<file path="config.mk">
export PLATFORM = sky130hd
export DESIGN_NAME = hazard_ctrl
export DESIGN_NICKNAME = d
export VERILOG_FILES = /design/src/rtl/hazard_ctrl.sv
export SDC_FILE = /design/constraint.sdc
export NUM_CORES = 1
export LEC_CHECK = 0
export CORE_UTILIZATION = 45
export CTS_BUF_LIST = sky130_fd_sc_hd__clkbuf_8 sky130_fd_sc_hd__clkbuf_16
export DETAILED_ROUTE_END_ITERATION = 12
export PLACE_DENSITY = 0.9
export SYNTH_ARGS = -nofsm -noshare
export SYNTH_HDL_FRONTEND = slang
export SYNTH_SLANG_ARGS = --single-unit
export TNS_END_PERCENT = 30
</file>
<file path="constraint.sdc">
create_clock -name clk -period 2.6 [get_ports clk]
set_input_delay 0.39 -clock clk [delete_from_list [all_inputs] [get_ports clk]]
set_output_delay 0.39 -clock clk [all_outputs]
set_load 0.01 [all_outputs]
</file>
<file path="src/rtl/hazard_ctrl.sv">
`default_nettype none
// ============================================================================
// hazard_ctrl: pipeline stall/flush controller covering load-use, branch
// redirect and data-memory wait with a timeout trap.
// Optional: HAZARD_PERF_CNT_EN adds saturating stall/flush event counters.
// Revision: 1.0
// ============================================================================
module hazard_ctrl #(
  parameter int MEM_TIMEOUT = 255
) (
  input  logic       clk,
  input  logic       rst,
  input  logic [4:0] id_rs1,
  input  logic [4:0] id_rs2,
  input  logic       id_uses_rs1,
  input  logic       id_uses_rs2,
  input  logic [4:0] ex_rd,
  input  logic       ex_mem_read,
  input  logic       ex_branch_taken,
  input  logic       mem_req,
  input  logic       mem_ready,
  output logic       pc_stall,
  output logic       if_id_stall,
  output logic       id_ex_stall,
  output logic       ex_mem_stall,
  output logic       if_id_flush,
  output logic       id_ex_flush,
  output logic       mem_timeout_err,
  output logic [1:0] state
`ifdef HAZARD_PERF_CNT_EN
  ,
  output logic [31:0] stall_cycles,
  output logic [31:0] flush_events
`endif
);

  typedef enum logic [1:0] {
    S_RUN      = 2'd0,
    S_MEM_WAIT = 2'd1,
    S_REDIRECT = 2'd2,
    S_ERROR    = 2'd3
  } state_t;

  localparam logic [7:0] c_mem_timeout = 8'(MEM_TIMEOUT);

  state_t     r_state;
  state_t     w_next_state;
  logic [7:0] r_wait_cnt;
  logic [7:0] w_wait_cnt_nxt;
  logic       r_pending;
  logic       w_pending_nxt;
  logic       r_err;
  logic       w_err_nxt;

  logic       w_load_use;
  logic       w_pc_stall;
  logic       w_if_id_stall;
  logic       w_id_ex_stall;
  logic       w_ex_mem_stall;
  logic       w_if_id_flush;
  logic       w_id_ex_flush;

  assign w_load_use = ex_mem_read && (ex_rd != 5'd0) &&
                      ((id_uses_rs1 && (id_rs1 == ex_rd)) ||
                       (id_uses_rs2 && (id_rs2 == ex_rd)));

  always_ff @(posedge clk or negedge rst) begin
    if (!rst) begin
      r_state    <= S_RUN;
      r_wait_cnt <= 8'd0;
      r_pending  <= 1'b0;
      r_err      <= 1'b0;
    end else begin
      r_state    <= w_next_state;
      r_wait_cnt <= w_wait_cnt_nxt;
      r_pending  <= w_pending_nxt;
      r_err      <= w_err_nxt;
    end
  end

  always_comb begin
    w_next_state   = r_state;
    w_wait_cnt_nxt = r_wait_cnt;
    w_pending_nxt  = r_pending;
    w_err_nxt      = r_err;
    w_pc_stall     = 1'b0;
    w_if_id_stall  = 1'b0;
    w_id_ex_stall  = 1'b0;
    w_ex_mem_stall = 1'b0;
    w_if_id_flush  = 1'b0;
    w_id_ex_flush  = 1'b0;

    case (r_state)
      S_RUN: begin
        // A pending memory access freezes everything; the branch stays in EX
        // and is seen again once MEM_WAIT is entered.
        if (mem_req && !mem_ready) begin
          w_pc_stall     = 1'b1;
          w_if_id_stall  = 1'b1;
          w_id_ex_stall  = 1'b1;
          w_ex_mem_stall = 1'b1;
          w_wait_cnt_nxt = 8'd1;
          w_next_state   = S_MEM_WAIT;
        end else if (ex_branch_taken) begin
          w_if_id_flush = 1'b1;
          w_id_ex_flush = 1'b1;
        end else if (w_load_use) begin
          w_pc_stall    = 1'b1;
          w_if_id_stall = 1'b1;
          w_id_ex_flush = 1'b1;
        end
      end

      S_MEM_WAIT: begin
        if (ex_branch_taken) begin
          w_pending_nxt = 1'b1;
        end
        if (mem_ready) begin
          w_wait_cnt_nxt = 8'd0;
          w_next_state   = (r_pending || ex_branch_taken) ? S_REDIRECT : S_RUN;
        end else begin
          w_pc_stall     = 1'b1;
          w_if_id_stall  = 1'b1;
          w_id_ex_stall  = 1'b1;
          w_ex_mem_stall = 1'b1;
          if (r_wait_cnt == c_mem_timeout) begin
            w_next_state = S_ERROR;
            w_err_nxt    = 1'b1;
          end else begin
            w_wait_cnt_nxt = r_wait_cnt + 8'd1;
          end
        end
      end

      S_REDIRECT: begin
        w_if_id_flush = 1'b1;
        w_id_ex_flush = 1'b1;
        w_pending_nxt = 1'b0;
        w_next_state  = S_RUN;
      end

      default: begin
        w_pc_stall     = 1'b1;
        w_if_id_stall  = 1'b1;
        w_id_ex_stall  = 1'b1;
        w_ex_mem_stall = 1'b1;
        w_err_nxt      = 1'b1;
      end
    endcase
  end

  // Outputs are forced quiet while reset is held, whatever the inputs do.
  assign pc_stall        = rst & w_pc_stall;
  assign if_id_stall     = rst & w_if_id_stall;
  assign id_ex_stall     = rst & w_id_ex_stall;
  assign ex_mem_stall    = rst & w_ex_mem_stall;
  assign if_id_flush     = rst & w_if_id_flush;
  assign id_ex_flush     = rst & w_id_ex_flush;
  assign mem_timeout_err = r_err;
  assign state           = r_state;

`ifdef HAZARD_PERF_CNT_EN
  logic [31:0] r_stall_cycles;
  logic [31:0] r_flush_events;

  always_ff @(posedge clk or negedge rst) begin
    if (!rst) begin
      r_stall_cycles <= 32'd0;
      r_flush_events <= 32'd0;
    end else begin
      if (pc_stall && (r_stall_cycles != 32'hFFFF_FFFF)) begin
        r_stall_cycles <= r_stall_cycles + 32'd1;
      end
      if (id_ex_flush && (r_flush_events != 32'hFFFF_FFFF)) begin
        r_flush_events <= r_flush_events + 32'd1;
      end
    end
  end

  assign stall_cycles = r_stall_cycles;
  assign flush_events = r_flush_events;
`endif

endmodule
`default_nettype wire

</file>
==> qor.yml <==
coreArea_um2: 2000
root_buffer: "clkbuf_8"
hold_path_end: "mem_timeout_err"
synth_edf_count: 0
path_delay_family: "buffers and inverters"
setup_ws_ns: 0.116
cts.sinks: 12
hpwl_mm: 1.85
antenna_found_initial: 0
critPathMaxStageDelay_ns: 0.47
diodes: 0
p_leak_nw: 0.574
hold_violations: 0
cpMaxStageDelayCell: "clkdlybuf4s50_1"
rows: 16
yosysTopAreaCell: "dfrtp_1"
slew_headroom_pct: 73.5
path_cells: "clkdlybuf4s50_1 -> xor2_1 -> nor4_1 -> a32oi_1 -> o32ai_1 -> dlygate4sd2_1"
grt_overflow: 0
start_util_pct: 48.8
clock_power_share_pct: 20.5
setup_viol: 0
ys_seq_area_share_pct: 30.8
setup.worst_path.start_class: "input pin"
power_mw: 1.02
numCtsBuffers: 3
wl_mm: 2.42
power.share.combinational_pct: 54.2
grt_pass1_wl_mm: 4.08
rsz0062_at_grt: "true"
die_area_um2: 2360
routedWlPerCell_um: 13.8
worstPathArrival_ns: 2.09
r2r_cells: 7
switching_share_pct: 39.0
intPower_mw: 0.621
rr_startpoint: "state[0]"
syn_area_um2: 976
area_delta_synth_final_pct: 42.1
syn_inst: 113
hold_depth: 1
cts_buffer_depth: 2
yosysTopAreaCellShare_pct: 30.8
fp.dieH_um: 48.6
synthArstFlopShare_pct: 100
synth_seq_cells: 12
grt_max_degree: 16
clk_pin_slew_ns: 0.05
synthesis.nets: 141
port_buffers: 31
pre_cts_ws_ns: -0.167
powerDensity_nw_per_um2: 734
period_minus_slack_ns: 2.48
yosysWarningCount: 0
cts_max_level: 1
insertion_delay_ns: 0.25
final_max_slew_viol_count: 0
seq_area_um2: 300
hold_path.startpoint: "mem_timeout_err"
ys_types: 40
vias: 978
ant_nets: 0
r2r_end: "r_wait_cnt[7]"
end_kind: "output pin"
cp.required_ns: 2.21
cts_tree: "yes"
irDropWorstVdd_mv: 0.704
place.gp.congestion: 0.907
drive_above_1_share_pct: 10.1
cts_setup_buffers: 0
crit_fanout: 3
drt_iter0_drc: 21
track_usage_pct: 22.5
status: "finished, final reports clean"
seqPwrFrac_pct: 25.3
power_switching_mw: 0.397
die_w_um: 48.6
layoutNonFillerInstCount: 175
pin_count: 32
path_class: "input pin to output pin"
worst-path-stages: 6
grt_pass1_vias: 941
synth_area_leaders: "dfrtp_1 (31%), xor2_1 (7.2%), ha_1 (6.4%)"
worstMarginPinSlew_ns: 0.392
drc: 0
drt_pass1_iterations: 4
hold_path_class: "register to register"
drv_cap: 0
multi_input_area_um2: 638
avgSynthCellArea_um2: 8.64
final.period_utilization_pct: 95.5
tns_ns: 0
r2r_slack_ns: 0.58
fmax_mhz: 403
nNetsFinal: 177
whs_ns: 0.452
placed_cells: 171
vias_per_cell: 5.59
fin_worst_skew_ns: 0.00297
synth_ff_type: "dfrtp_1"
cp_num_buf_inv: 2
num-fill-cells: 162
==> power groups by stage <==
stage               logic, mW  clock network, mW  registers (mW)
floorplan               0.358                  0           0.261
global placement        0.523                  0           0.258
detailed placement      0.541                  0           0.261
CTS                     0.546              0.215           0.257
global route            0.611              0.221           0.262
finish                  0.551              0.209           0.258
==> worst max path at each step <==
stage	from	endpoint	slack, ns
after CTS	state[0]	id_ex_stall	0.09
after global placement	ex_rd[0]	id_ex_flush	-0.13
after global routing	ex_rd[0]	id_ex_flush	-0.004
after floorplan	state[0]	pc_stall	0.41
after detailed placement	ex_rd[3]	id_ex_flush	-0.17
final	ex_rd[3]	id_ex_flush	0.12
==> per-stage QoR <==
stage / instance area (um^2) / utilization [%]
CTS: 1380 / 68.8
finish: 1390 / 69.3
global placement: 1330 / 66.3
floorplan: 976 / -
detailed placement: 1330 / 66.3
global route: 1390 / 69.3
==> routing by layer <==
layer	routed length [um]	share of wire, %	GRT usage, %
met4	48	2.0	11.8
met2	1190	49	39.4
met3	149	6.2	4.40
met5	0	0	0
met1	1030	43	25.8
==> placed cells by master, fill, tap and decap left out, types with 2 or more instances in the layout <==
| cell | instances |
|---|---|
| inv_1 | 4 |
| nand3_1 | 3 |
| clkbuf_8 | 4 |
| buf_4 | 5 |
| nand2_1 | 9 |
| and3b_1 | 2 |
| a21oi_1 | 8 |
| xnor2_1 | 2 |
| o31ai_1 | 2 |
| or3_1 | 3 |
| clkdlybuf4s50_1 | 28 |
| nand4_1 | 2 |
| xor2_1 | 8 |
| nand2b_1 | 2 |
| a32oi_1 | 2 |
| mux2i_1 | 2 |
| nor4_1 | 2 |
| dlygate4sd2_1 | 3 |
| o21bai_1 | 2 |
| nor2_1 | 8 |
| a31oi_1 | 3 |
| or4_1 | 2 |
| or4b_1 | 2 |
| o21ai_0 | 7 |
| dfrtp_1 | 12 |
| ha_1 | 4 |
==> flip-flops by register name, summed over array words and instances (netlist names) <==
signal           count
r_pending            1
mem_timeout_err      1
state                2
r_wait_cnt           8
==> cells in the mapped netlist, types with 4 or more instances <==
| cell type | instances |
|---|---|
| o21ai_0 | 7 |
| inv_1 | 4 |
| xor2_1 | 8 |
| nand2_1 | 9 |
| dfrtp_1 | 12 |
| ha_1 | 5 |
| a21oi_1 | 8 |
| nor2_1 | 8 |
==> area by class of cell <==
| type | count | share of cell area [%] |
|---|---|---|
| Clock buffer | 4 | 3.97 |
| Inverter | 4 | 1.08 |
| Multi-Input combinational cell | 92 | 46.0 |
| Sequential cell | 12 | 21.7 |
| Tap cell | 27 | 2.44 |
| Timing Repair Buffer | 36 | 24.8 |
==> repair_timing <==
action / in CTS / in global routing
hold buffers: 0 / 0
resized for setup: 3 / 2
setup endpoints to repair: 3 / 3
==> cell families after synthesis <==
kind of cell               synth area share [%]
DFF                                        30.8
AOI/OAI and AO/OA                          19.1
buffers and inverters                      4.74
xor gates and xnor gates                   8.97
adders and majority gates                  6.41
and+or+nand+nor                            26.8
muxes                                      3.21
(Power assumes the default switching activity.)
